`config.mk`:
```
export PLATFORM = sky130hd
export DESIGN_NAME = mem_stage_ctrl
export DESIGN_NICKNAME = d
export VERILOG_FILES = /design/src/rtl/mem_stage_ctrl.sv
export SDC_FILE = /design/constraint.sdc
export NUM_CORES = 1
export LEC_CHECK = 0
export ABC_AREA = 0
export ABC_CLOCK_PERIOD_IN_PS = 3040
export BUFFER_PORTS_ARGS = -buffer_cell sky130_fd_sc_hd__buf_2
export CORE_AREA = 2 2 172 174
export CTS_CLUSTER_DIAMETER = 60
export DETAILED_ROUTE_END_ITERATION = 6
export DIE_AREA = 0 0 174 176
export MAX_ROUTING_LAYER = met4
export SLEW_MARGIN = 0
export SYNTH_ARGS = -nofsm -noshare
export SYNTH_HDL_FRONTEND = slang
export SYNTH_SLANG_ARGS = --single-unit
```
`constraint.sdc`:
```
create_clock -name clk -period 3.04 [get_ports clk]
set_input_delay 0.304 -clock clk [delete_from_list [all_inputs] [get_ports clk]]
set_output_delay 0.304 -clock clk [all_outputs]
set_load 0.02 [all_outputs]
```
`src/rtl/mem_stage_ctrl.sv`:
```
// mem_stage_ctrl: MEM-stage controller.
//   Runs the data-memory req/ack handshake for the access held in EX/MEM and
//   stalls the upstream pipeline while it is outstanding. It also resolves
//   branch/jump PC selection and holds the MEM/WB pipeline register.
// Optional feature macro: MISALIGN_TRAP_EN (misaligned-access trap).
// Ports:
//   clk, rst                 clock, synchronous active-high reset
//   ex_*                     EX/MEM pipeline register outputs
//   dmem_req/we/addr/wdata   data-memory request (combinational)
//   dmem_rdata/ack           data-memory response
//   stall                    freezes PC, IF/ID, ID/EX, EX/MEM (combinational)
//   pc_src/jump_taken/target_pc  PC selection (combinational)
//   wb_*                     MEM/WB register outputs
//   stall_cycles             saturating stalled-cycle counter
//   misalign_trap/addr       misaligned-access trap pulse and address
module mem_stage_ctrl #(
  parameter int unsigned DATA_W = 32,
  parameter int unsigned REG_W  = 5
) (
  input  logic              clk,
  input  logic              rst,
  input  logic [DATA_W-1:0] ex_result,
  input  logic [DATA_W-1:0] ex_rd2,
  input  logic [DATA_W-1:0] ex_pc,
  input  logic [DATA_W-1:0] ex_or_pc,
  input  logic [REG_W-1:0]  ex_wn,
  input  logic              ex_reg_write,
  input  logic              ex_mem_to_reg,
  input  logic              ex_mem_read,
  input  logic              ex_mem_write,
  input  logic              ex_branch,
  input  logic              ex_zero,
  input  logic              ex_jump,
  input  logic              ex_jal,
  output logic              dmem_req,
  output logic              dmem_we,
  output logic [DATA_W-1:0] dmem_addr,
  output logic [DATA_W-1:0] dmem_wdata,
  input  logic [DATA_W-1:0] dmem_rdata,
  input  logic              dmem_ack,
  output logic              stall,
  output logic              pc_src,
  output logic              jump_taken,
  output logic [DATA_W-1:0] target_pc,
  output logic              wb_reg_write,
  output logic              wb_mem_to_reg,
  output logic              wb_jal,
  output logic [DATA_W-1:0] wb_read_data,
  output logic [DATA_W-1:0] wb_result,
  output logic [DATA_W-1:0] wb_link_pc,
  output logic [REG_W-1:0]  wb_wn,
  output logic [31:0]       stall_cycles,
  output logic              misalign_trap,
  output logic [DATA_W-1:0] misalign_addr
);

  localparam int unsigned CNT_W = 32;

  typedef enum logic {
    IDLE = 1'b0,
    WAIT = 1'b1
  } state_t;

  state_t state;
  state_t state_nx;

  logic access;
  logic misaligned;
  logic issue;

  assign access = ex_mem_read | ex_mem_write;

`ifdef MISALIGN_TRAP_EN
  assign misaligned = access & (ex_result[1:0] != 2'b00);
`else
  assign misaligned = 1'b0;
`endif

  // A misaligned access never reaches memory.
  assign issue = access & ~misaligned;

  // Address and data are stable across WAIT because EX/MEM is frozen.
  assign dmem_we    = dmem_req & ex_mem_write;
  assign dmem_addr  = {ex_result[DATA_W-1:2], 2'b00};
  assign dmem_wdata = ex_rd2;

  // PC selection is deliberately not gated by stall.
  assign pc_src     = ex_branch & ex_zero;
  assign jump_taken = ex_jump;
  assign target_pc  = ex_pc;

  // State register.
  always_ff @(posedge clk) begin
    if (rst) state <= IDLE;
    else     state <= state_nx;
  end

  // Next state and handshake outputs; no stall in the ack cycle.
  always_comb begin
    state_nx = state;
    dmem_req = 1'b0;
    stall    = 1'b0;
    case (state)
      IDLE: begin
        if (issue) begin
          dmem_req = 1'b1;
          if (!dmem_ack) begin
            stall    = 1'b1;
            state_nx = WAIT;
          end
        end
      end
      WAIT: begin
        if (issue) begin
          dmem_req = 1'b1;
          if (dmem_ack) state_nx = IDLE;
          else          stall    = 1'b1;
        end else begin
          state_nx = IDLE;
        end
      end
      default: state_nx = IDLE;
    endcase
  end

  // MEM/WB register: bubble while stalled, otherwise capture EX/MEM.
  always_ff @(posedge clk) begin
    if (rst) begin
      wb_reg_write  <= 1'b0;
      wb_mem_to_reg <= 1'b0;
      wb_jal        <= 1'b0;
      wb_read_data  <= '0;
      wb_result     <= '0;
      wb_link_pc    <= '0;
      wb_wn         <= '0;
    end else if (stall) begin
      wb_reg_write <= 1'b0;
      wb_jal       <= 1'b0;
    end else begin
      wb_reg_write  <= ex_reg_write & ~misaligned;
      wb_mem_to_reg <= ex_mem_to_reg;
      wb_jal        <= ex_jal;
      wb_read_data  <= ex_mem_read ? dmem_rdata : '0;
      wb_result     <= ex_result;
      wb_link_pc    <= ex_or_pc;
      wb_wn         <= ex_wn;
    end
  end

  // Saturating stalled-cycle counter.
  always_ff @(posedge clk) begin
    if (rst) begin
      stall_cycles <= '0;
    end else if (stall && (stall_cycles != {CNT_W{1'b1}})) begin
      stall_cycles <= stall_cycles + CNT_W'(1);
    end
  end

`ifdef MISALIGN_TRAP_EN
  // One-cycle trap pulse; address held until the next trap.
  always_ff @(posedge clk) begin
    if (rst) begin
      misalign_trap <= 1'b0;
      misalign_addr <= '0;
    end else begin
      misalign_trap <= misaligned;
      if (misaligned) misalign_addr <= ex_result;
    end
  end
`else
  assign misalign_trap = 1'b0;
  assign misalign_addr = '0;
`endif

endmodule

```
==> Yosys cells after proc, flatten, opt, wreduce, memory -nomap -nowiden <==
Cells that the tools add are included.
{ "op_classes": {"n_eq_ne": 1, "n_addsub": 1, "bitwise": 3, "reduce_logical": 2, "n_mux": 4} }
{ "ops": {"columns": ["cell", "n"], "rows": [
  ["32-bit by 1-bit adder with 32-bit output, second input constant", 1],
  ["32-bit two-way mux", 1],
  ["32-bit != test, second input constant", 1],
  ["1-bit two-way mux", 3],
  ["1-bit AND", 2],
  ["2-bit OR reduction", 1],
  ["1-bit logical AND", 1],
  ["1-bit bitwise OR", 1]
]} }
{ "word_totals": {"output_inout_bits": 270, "wordCells": 19, "ff_bits": 136, "in_bits": 176} }

==> Logic depth before layout (Yosys ltp) <==
Gate-level depths: netlist (run 1).
{ "depth": {"ltp_word": 3, "ltp_mapped": 8, "mapped_depth_nobuf": 6} }

==> Worst setup path after synthesis (run 1) <==
No wires, ideal clock.
{ "synth_path": {"path_type": "register to register", "from": "register stall_cycles[0]", "to": "register stall_cycles[10]", "setup_slack_ps": 1051, "n_path_buf": 2, "period_less_slack_ps": 1989, "setup_time_ps": 121, "required_time_ps": 2919, "t_arrival_ps": 1868, "path_stages_with_launch": 9, "path_cell_list": "dfxtp_1 > ha_1 > nand2_1 > nor3_4 > and3_1 > buf_6 > buf_6 > nor3_1 > mux2_2"} }
{ "synth_via": {"elab_chain_len": 2, "elab_cells_between_ends": 3, "classes_between": "add/sub (1); eq/ne (1); reduce/logical (1)"} }
{ "synth_rtl": {"columns": ["item", "line_no", "source"], "rows": [
  ["start: declaration", "52", "output logic [31:0] stall_cycles,"],
  ["start signal: assignment", "155", "stall_cycles <= stall_cycles + CNT_W'(1);"],
  ["parallel branches: the longest is 2 deep, another holds 32-bit by 1-bit adder with 32-bit output", null, null]
]} }
Parallel ways; which one is timed is not known.
A chain may end at the register's enable or synchronous reset.

==> Final worst setup path (run 1) <==
{ "layout_path": {"from": "register stall_cycles[0]", "to": "register stall_cycles[12]"} }
The elaborated chain is that of the path after synthesis.

==> results by group, run 1 <==
Outcome
  • Outcome: finished clean

Hold path
  • Hold Path End: wb_read_data[6]
  • Hold WC Path Type: in2reg
  • Hold Startpoint: dmem_rdata[6]
  • Hold Crit Depth: 3

STA
  • Final worst setup slack: around 670 ps
  • Total negative slack: 0 ps
  • WHS: 122.3 ps
  • RSZ-0062 raised after global routing: false
  • Final Skew: 8.130 ps
  • Hold Fails Final Rpt: 0
  • Slew Limit Headroom: between 40 and 50%
  • Worst-Margin Slew: 890.4 ps
  • Fmax: between 0.4 and 0.5 GHz
  • Final critical-path required period: 2371 ps
  • Final Slew Violations: 0
  • Final setup violation count: 0
  • Final Cycle Share: just under 80%

Die
  • Total Die Area: 0.03062 sq mm
  • Die X: 174 um
  • Die Y: 176 um
  • Core footprint: around 0.029 sq mm
  • # rows: 62
  • # IOs: 446
  • Initial Utilization: 21.51%

Worst setup path
  • WP data required: 3340 ps
  • Largest stage delay, worst path: between 500 and 600 ps
  • Setup crit end kind: flip-flop
  • Worst endpoint data arrival time: 2680 ps
  • CP max-delay cell: and3_1
  • CP Buf/Inv Count: 0
  • Flop-to-flop setup slack: 670 ps
  • RR Endpoint: stall_cycles[12]
  • R2R depth: 6
  • Reg2reg start: stall_cycles[0]
  • Crit path cell chain: ha_1, nand2_1, nor3_4, and3_1, nor3_1, mux2_2
  • Worst setup SP type: flip-flop
  • Critical-path maximum fanout: 18
  • Crit path max-delay family: simple AND/OR/NAND/NOR gates
  • CP Class: reg2reg

Synth
  • Yosys cell types: 45
  • Largest family of logic cells by synthesized area: simple AND/OR/NAND/NOR gates
  • Post-Synth XOR/XNOR Area: between 1 and 1.5%
  • Post-synth EDFFs: 0
  • Synth Area in Compound Gates: 13.81%
  • Synth warnings: 0
  • Top_reg_cell synth: dfxtp_1
  • Top cell type's share of synthesized area: between 40 and 50%
  • Ranking of synthesized cells by area: dfxtp_1, buf_4, nand2_1
  • Synth top cells by count: nand2_1, dfxtp_1, buf_4
  • Avg Inst Size Synth: slightly above 8 sq um
  • Area of the mapped netlist: 0.006141 sq mm
  • Synthesized instance count: 747
  • Async set-reset flop share out of synthesis: 0%
  • #FFs+latches synth: 136
  • Most area-hungry cell type in the Yosys netlist: dfxtp_1
  • Synth Area in Adders: 0.2037%
  • Simple-gate share of the synthesized area: 19.87%
  • Most frequent cell after synthesis: nand2_1
  • Mux cell area share after synthesis: 1.243%
  • Register area share after synthesis: 44.34%

Clock network
  • Clock sinks: 136
  • Post-CTS Setup Inserts: 0
  • Root Buffer: clkbuf_16
  • CTS tree: done
  • Clk buf depth: 2
  • Clock slew at reported path FFs: approximately 60 ps
  • CTS Buf Count: 17
  • Hold_buf cts: 0
  • Htree depth: 4
  • Post-CTS Resized: 0
  • Worst skew pair latency: ~420 ps

Cells and area
  • Area grow syn2layout: 24.90%
  • Share of layout cells above drive strength 1: 36.11%
  • Fillers: 3,140
  • Final instance area: 0.007670 sq mm
  • Post-Layout Cell Count: 1,310
  • Final Net Count: around 1,100
  • Final core occ: 26.87%

Drt
  • Initial DRC Count: between 200 and 300
  • Final wirelength: 18,620 um
  • DRT antenna net count: 0
  • Routed vias/inst: 4.160
  • DR pass1 iterations: 5
  • DR vias: 5,449
  • Routed len/inst: 14.22 um
  • DRC Markers: 0

Placed design
  • Gpl congestion: 0.7770
  • Placed Area: 0.007071 sq mm
  • Dpl hpwl: 13,400 um
  • Placed insts: 1,277
  • # port buffers: 280
  • DP Worst Slack: a little over 700 ps

GRT
  • Vias in the first global route: 4,949
  • First-pass GRT wire length: 27,530 um
  • GR Util met3: 2.821%
  • Met2 track demand over resource: 18.56%
  • Initial antenna violation count: 1
  • GRT met1 Usage: between 10 and 15%
  • Grt peak-use layer: met2
  • Largest net degree at the start of global routing: approximately 70
  • Gr usage total: a little under an eighth
  • Total grt overflow: 0

Pwr
  • Leakage power: 3.577 nW
  • Clock network power share: 46.3%
  • Sw frac: between 20% and 30%
  • Int Power: 3.351 mW
  • Flop pwr share: 41.4%
  • Combinational share of power: between 10% and 20%
  • Sw Pwr: 1.237 mW
  • PwrDens: 598.1 mW/mm^2
  • Peak supply drop: 0.2507 mV
  • Tot Pwr: approximately 4.6 mW

Flow run
  • Maxcap violations: 0
[cell families after synthesis]
family,count (synthesis)
buf+inv,178
other cells,1
compound gates,144
flops,136
xor+xnor,9
fa+ha+maj,1
simple gates,271
mux,7
[placed cells by master (no fill, tap or decap), types with 3 or more instances in the layout]
cell	instances
clkinvlp_4	3
nand3_1	13
nand2_1	150
a31oi_1	4
or3_1	10
nor2_1	54
nor2b_1	5
and3_1	7
inv_1	4
bufinv_16	3
buf_4	4
nor3_1	4
mux2_2	5
dfxtp_1	136
or4_1	4
conb_1	35
a211oi_1	4
a22oi_1	32
buf_2	279
nand4_1	5
o31ai_1	4
clkinv_2	4
xnor2_1	8
clkbuf_16	17
o21ai_0	10
a21oi_1	85
[worst max path at each step]
stage               startpoint  cells past startpoint               end  slack [ps]
2_1_floorplan  stall_cycles[0]                      8  stall_cycles[10]        1050
6_report       stall_cycles[0]                      6  stall_cycles[12]         670
3_5_place_dp   stall_cycles[0]                      6  stall_cycles[12]         730
4_1_cts        stall_cycles[0]                      6  stall_cycles[12]         720
5_1_grt        stall_cycles[0]                      6  stall_cycles[12]         490
3_3_place_gp          dmem_ack                      7  stall_cycles[23]         730
[power groups by stage]
stage / sequential, mW / combinational, mW / clock (mW)
floorplan: 2.03 / 0.418 / 0
global placement: 1.93 / 0.566 / 0
detailed placement: 1.94 / 0.571 / 0
CTS: 1.90 / 0.573 / 2.20
global route: 1.91 / 0.611 / 2.29
finish: 1.90 / 0.563 / 2.13
[layer usage]
metal | up-vias | routed length, um
li1 | 2659 | -
met1 | 2537 | 7796
met2 | 206 | 8950
met3 | 47 | 1167
met4 | 0 | 709
met5 | - | 0
[layout make-up]
cell class	instances	area [sq um]	share of cell area, %
clock inverters	12	150.1	1.958
diodes	1	2.502	0.03263
inverters	5	21.27	0.2773
repair buffers	285	1466	19.12
flip-flops and latches	136	2723	35.50
multi-input cells	467	2380	31.03
clock buffers	20	446.7	5.824
well taps	384	480.5	6.264
[tightest hold or removal path: stages]
cell,delay (ps)
buf_2,70
a22oi_1,50
nor2_1,70
Power figures use the tool's default switching activity.
==> run 2: changes to the inputs <==
--- a/config.mk
+++ b/config.mk
@@ -6,7 +6,7 @@
 export NUM_CORES = 1
 export LEC_CHECK = 0
 export ABC_AREA = 0
-export ABC_CLOCK_PERIOD_IN_PS = 3040
+export ABC_CLOCK_PERIOD_IN_PS = 2009
 export BUFFER_PORTS_ARGS = -buffer_cell sky130_fd_sc_hd__buf_2
 export CORE_AREA = 2 2 172 174
 export CTS_CLUSTER_DIAMETER = 60
==> constraint.sdc (replaced) <==
create_clock -name clk -period 2.01 [get_ports clk]
set_input_delay 0.201 -clock clk [delete_from_list [all_inputs] [get_ports clk]]
set_output_delay 0.201 -clock clk [all_outputs]
set_load 0.02 [all_outputs]
==> run 2 against run 1 <==
Clock power grew 48%. Sequential power increased by 51%. Critical endpoint is now stall_cycles[23]. Final cell count is 3.4% higher. Non-clock buffer count increased by 46. Via count rose by 2.0%. Count of clock-buffer cells in the layout increased by 1. Largest power group unchanged. Critical path depth increased by 1. Register-to-register slack worse by 520 ps.
==> results by group, run 2 (synthesis gave the netlist of run 1 again) <==
Worst setup path
  • Setup crit end kind: flip-flop
  • CP Buf/Inv Count: 1
  • Crit path cell chain: ha_1, nand2_1, nor3_4, buf_4, a211oi_1, a21oi_1, a31o_2
  • Worst setup SP type: flip-flop
  • WP data required: 2310 ps
  • Critical-path maximum fanout: 7
  • CP Class: reg2reg
  • Crit path max-delay family: compound AO/OA/AOI/OAI gates
  • CP max-delay cell: a211oi_1
  • Worst endpoint data arrival time: 2160 ps
  • Largest stage delay, worst path: 440 ps

Clock network
  • Clk buf depth: 2
  • Root Buffer: clkbuf_16
  • Post-CTS Setup Inserts: 0
  • CTS Buf Count: 17
  • Clock sinks: 136
  • Worst skew pair latency: 420 ps
  • Htree depth: 4
  • CTS tree: done
  • Clock slew at reported path FFs: 60 ps

Pwr
  • Leakage power: 3.787 nW
  • Int Power: about 5.1 mW
  • Tot Pwr: 6.932 mW
  • Combinational share of power: approximately an eighth
  • Sw Pwr: 1.881 mW
  • Sw frac: 27.13%
  • PwrDens: 858.5 mW/mm^2
  • Flop pwr share: 41.4%
  • Clock network power share: 45.6%
  • Peak supply drop: 0.3979 mV

Drt
  • Initial DRC Count: 220
  • DR vias: between 5,000 and 6,000
  • Routed len/inst: 14.05 um
  • DR pass1 iterations: 4
  • DRC Markers: 0
  • Final wirelength: between 15,000 and 20,000 um
  • DRT antenna net count: 0
  • Routed vias/inst: approximately 4.1

STA
  • Final Slew Violations: 0
  • RSZ-0062 raised after global routing: false
  • Worst-Margin Slew: 554.2 ps
  • Hold Fails Final Rpt: 0
  • Total negative slack: 0 ps
  • Final setup violation count: 0
  • WHS: around 25 ps
  • Fmax: 0.5372 GHz
  • Final critical-path required period: 1862 ps
  • Slew Limit Headroom: 63.05%
  • Final Skew: 9.981 ps
  • Final Cycle Share: around 90%

Cells and area
  • Share of layout cells above drive strength 1: a little under two fifths
  • Final Net Count: 1,135
  • Area grow syn2layout: 31.48%
  • Post-Layout Cell Count: 1,354
  • Ant diodes: 0
  • Most common cell after layout, fill and taps aside: buf_2
  • Commonest non-fill, non-tap cells in the layout: buf_2, nand2_1, dfxtp_1, a21oi_1, nor2_1
  • Final instance area: a little over 0.008 sq mm
  • Fillers: 3,092

Die
  • Die Y: roughly 180 um
  • # rows: between 60 and 70
  • Initial Utilization: 21.51%
  • Die X: 174 um
  • Total Die Area: approximately 0.031 sq mm
  • # IOs: 446
  • Core footprint: 0.02855 sq mm

Outcome
  • Outcome: finished clean

GRT
  • First-pass GRT wire length: about 28,000 um
  • Initial antenna violation count: 0
  • Gr usage total: 12.24%
  • Total grt overflow: 0
  • Largest net degree at the start of global routing: slightly above 50
  • Vias in the first global route: 5,299

Placed design
  • Placed insts: 1,298
  • Placed Area: 0.007228 sq mm
  • Gpl congestion: 0.7902
  • Dpl hpwl: 13,940 um
  • # port buffers: 280

Flow run
  • Maxcap violations: 0

Hold path
  • Hold WC Path Type: in2reg
==> run 2: cell count changes in the layout (fill, tap and decap cells not counted), moves of 2 or more <==
cell,previous run,this run
dlygate4sd3_1,0,25
buf_4,4,25
clkbuf_8,1,3
clkinv_2,4,2
clkinv_4,1,3
==> run 2: layer usage <==
metal | wire length, um | GRT usage [%] | share of wire, %
met4 | 771 | 6.933 | 4.1
met3 | 1004 | 2.476 | 5.3
met5 | 0 | - | 0
met2 | 9096 | 19.90 | 48
met1 | 8155 | 14.13 | 43
==> run 2: layout make-up <==
cell class,count,area (sq um),area share [%]
multi-input cells,467,2385,29.54
flip-flops and latches,136,2723,33.72
clock buffers,21,470.5,5.827
well taps,384,480.5,5.951
repair buffers,331,1874,23.21
clock inverters,10,120.1,1.488
inverters,5,21.27,0.2634
==> run 2: per-stage QoR <==
stage	setup WS [ps]	util, %
after floorplan	21.26	-
after global placement	36.88	25.32
after detailed placement	17.71	25.32
after CTS	78.57	28.27
after global routing	6.239	28.28
final	148.5	28.28
==> run 2: timing repair <==
item                       4_1_cts  5_1_grt
setup endpoints to repair        1        1
resized for setup                1        1
cloned                           0        0
hold endpoints to repair        25        0
hold buffers                    25        0
==> run 2: power groups by stage <==
stage                     Clock, mW  Combinational [mW]  Sequential [mW]
after global placement            0               0.865             2.92
after global routing           3.39               0.977             2.88
after detailed placement          0               0.870             2.93
final                          3.16               0.901             2.87
after floorplan                   0               0.633             3.07
after CTS                      3.28               0.909             2.87
==> run 2: path summary, 6_finish.rpt <==
check	start	end	slack, ps	cells after the start
setup reg to reg	stall_cycles[1]	stall_cycles[23]	150	7
hold reg to reg	wb_result[19]	wb_result[19]	450	2
setup / recovery	stall_cycles[1]	stall_cycles[23]	150	7
hold / removal	ex_or_pc[28]	wb_link_pc[28]	20	3
==> run 2: worst min-delay path, delay by kind of cell <==
| kind | cells | cell delay [ps] |
|---|---|---|
| buffers and inverters | 1 | 100 |
| AOI/OAI and AO/OA | 1 | 50 |
| and+or+nand+nor | 1 | 40 |
==> run 3: changes to the inputs <==
==> config.mk (replaced) <==
export PLATFORM = sky130hd
export DESIGN_NAME = mem_stage_ctrl
export DESIGN_NICKNAME = d
export VERILOG_FILES = /design/src/rtl/mem_stage_ctrl.sv
export SDC_FILE = /design/constraint.sdc
export NUM_CORES = 1
export LEC_CHECK = 0
export ABC_AREA = 0
export ABC_CLOCK_PERIOD_IN_PS = 1890
export BUFFER_PORTS_ARGS = -buffer_cell sky130_fd_sc_hd__buf_2
export CORE_AREA = 2 2 173 175
export CTS_CLUSTER_DIAMETER = 60
export DETAILED_ROUTE_END_ITERATION = 6
export DIE_AREA = 0 0 175 177
export MAX_ROUTING_LAYER = met4
export SLEW_MARGIN = 20
export SYNTH_ARGS = -nofsm -noshare
export SYNTH_HDL_FRONTEND = slang
export SYNTH_SLANG_ARGS = --single-unit
==> constraint.sdc (replaced) <==
create_clock -name clk -period 1.89 [get_ports clk]
set_input_delay 0.189 -clock clk [delete_from_list [all_inputs] [get_ports clk]]
set_output_delay 0.189 -clock clk [all_outputs]
set_load 0.02 [all_outputs]
==> run 3 against run 2 <==
Non-clock buffer count grew 53. Via count grew 5.7%. Count of clock-buffer cells in the layout shrank 1.
==> results by group, run 3 (synthesis gave the netlist of run 1 again) <==
Cells and area
  • Sequential Area: ~0.0027 sq mm
  • Most common cell after layout, fill and taps aside: buf_2
  • Area of the multi-input gates: 0.002401 sq mm
  • Area grow syn2layout: 40.75%
  • Share of layout cells above drive strength 1: 36.52%
  • Commonest non-fill, non-tap cells in the layout: buf_2, nand2_1, dfxtp_1, a21oi_1, dlygate4sd3_1
  • Final Net Count: roughly 1,200
  • Fillers: 3,120

GRT
  • GR Util met3: 3.393%
  • Total grt overflow: 0
  • Largest net degree at the start of global routing: 66
  • Initial antenna violation count: 1
  • First-pass GRT wire length: around 30,000 um
  • Grt peak-use layer: met2
  • GRT met1 Usage: 15.06%
  • Vias in the first global route: 5,627
  • Gr usage total: 12.71%
  • Met2 track demand over resource: between 10% and 20%

Die
  • Initial Utilization: 21.00%
  • Core footprint: about 0.029 sq mm
  • # rows: 63
  • Total Die Area: 0.03098 sq mm
  • # IOs: 446
  • Die Y: roughly 180 um
  • Die X: 175 um

Worst setup path
  • Reg2reg start: stall_cycles[13]
  • RR Endpoint: stall_cycles[26]
  • Critical-path maximum fanout: 8
  • Setup crit end kind: flip-flop
  • CP Class: reg2reg
  • Worst endpoint data arrival time: 2110 ps
  • Flop-to-flop setup slack: approximately 83 ps
  • Worst setup SP type: flip-flop
  • R2R depth: 5
  • WP data required: 2190 ps

STA
  • Final worst setup slack: 83.22 ps
  • Fmax: 0.5535 GHz
  • Total negative slack: 0 ps
  • Final Slew Violations: 0
  • Slew Limit Headroom: 41.79%
  • Final Skew: 8.187 ps
  • Final setup violation count: 0
  • Final Cycle Share: 95.60%
  • Final critical-path required period: roughly 1800 ps
  • Worst-Margin Slew: around 870 ps
  • RSZ-0062 raised after global routing: true
  • Hold Fails Final Rpt: 0

Drt
  • Final wirelength: 19,730 um
  • DRC Markers: 0
  • Routed vias/inst: 4.152
  • Routed len/inst: 13.95 um
  • DR pass1 iterations: 5
  • Initial DRC Count: between 150 and 200
  • DR vias: 5,875
  • DRT antenna net count: 0

Clock network
  • Root Buffer: clkbuf_16
  • Clock sinks: around 140
  • Clk buf depth: 2
  • Clock slew at reported path FFs: 60 ps
  • CTS Buf Count: 17
  • CTS tree: done
  • Htree depth: 4
  • Worst skew pair latency: around 420 ps

Pwr
  • Leakage power: approximately 4.0 nW
  • Tot Pwr: 7.515 mW
  • PwrDens: 869.4 mW/mm^2
  • Peak supply drop: 0.5553 mV

Placed design
  • Gpl congestion: 0.7773
  • DP Worst Slack: -24.88 ps
  • # port buffers: 280
  • Dpl hpwl: 13,690 um

Hold path
  • Hold Crit Depth: 3
  • Hold WC Path Type: in2reg
  • Hold Startpoint: dmem_rdata[10]
  • Hold Path End: wb_read_data[10]

Flow run
  • Maxcap violations: 0

Outcome
  • Outcome: finished clean
[run 3: cell count changes in the layout (fill, tap and decap cells not counted), sizes merged]
cell and change:
dlygate4sd3 +43, buf +10, clkinv -2, inv +3, diode +1, clkinvlp +1
clkbuf -1
[run 3: metal layers]
layer | vias to the layer above | wire, um
li1 | 2859 | -
met1 | 2707 | 8311
met2 | 248 | 9282
met3 | 61 | 1284
met4 | 0 | 856
met5 | - | 0
[run 3: power by group]
group          total, mW  internal (mW)  switching [mW]
Clock               3.42           2.03            1.39
Sequential          3.05           2.99          0.0614
Combinational       1.04          0.398           0.642
[run 3: layout make-up]
type | count | share of cell area [%]
Timing Repair Buffer | 384 | 27.82
Tap cell | 390 | 5.646
Inverter | 5 | 0.2461
Sequential cell | 136 | 31.57
Clock buffer | 20 | 5.284
Multi-Input combinational cell | 467 | 27.78
Clock inverter | 12 | 1.621
Antenna cell | 1 | 0.02895
[run 3: worst max-delay path, stage by stage, from the launching register on]
cell	delay [ps]
dfxtp_1	390
and4_1	230
and4_4	300
nand4_1	250
nor2_1	180
mux2_2	340
[run 3: worst max-delay path by stage]
stage                startpoint                to  slack [ps]
2_1_floorplan   stall_cycles[2]  stall_cycles[10]           3
3_3_place_gp   stall_cycles[13]  stall_cycles[12]           7
3_5_place_dp   stall_cycles[13]  stall_cycles[14]         -20
4_1_cts         stall_cycles[1]  stall_cycles[11]          50
5_1_grt         stall_cycles[5]  stall_cycles[26]         -30
6_report       stall_cycles[13]  stall_cycles[26]          80
[run 3: metrics by stage]
step	util, %	hold WS (ps)	instance area, sq um	cells
after floorplan	-	329.5	6275	781
after global placement	25.05	378.1	7327	1312
after detailed placement	25.05	378.1	7327	1312
after CTS	29.43	0.04879	8606	1412
after global routing	29.56	3.708	8643	1415
final	29.56	20.99	8643	1415
[run 3: timing repair]
action,in CTS,in global routing
buffers inserted,0,2
endpoints found under the setup margin,7,13
pin swaps,0,2
hold endpoints to repair,68,0
hold buffers,68,0
resized for setup,1,4
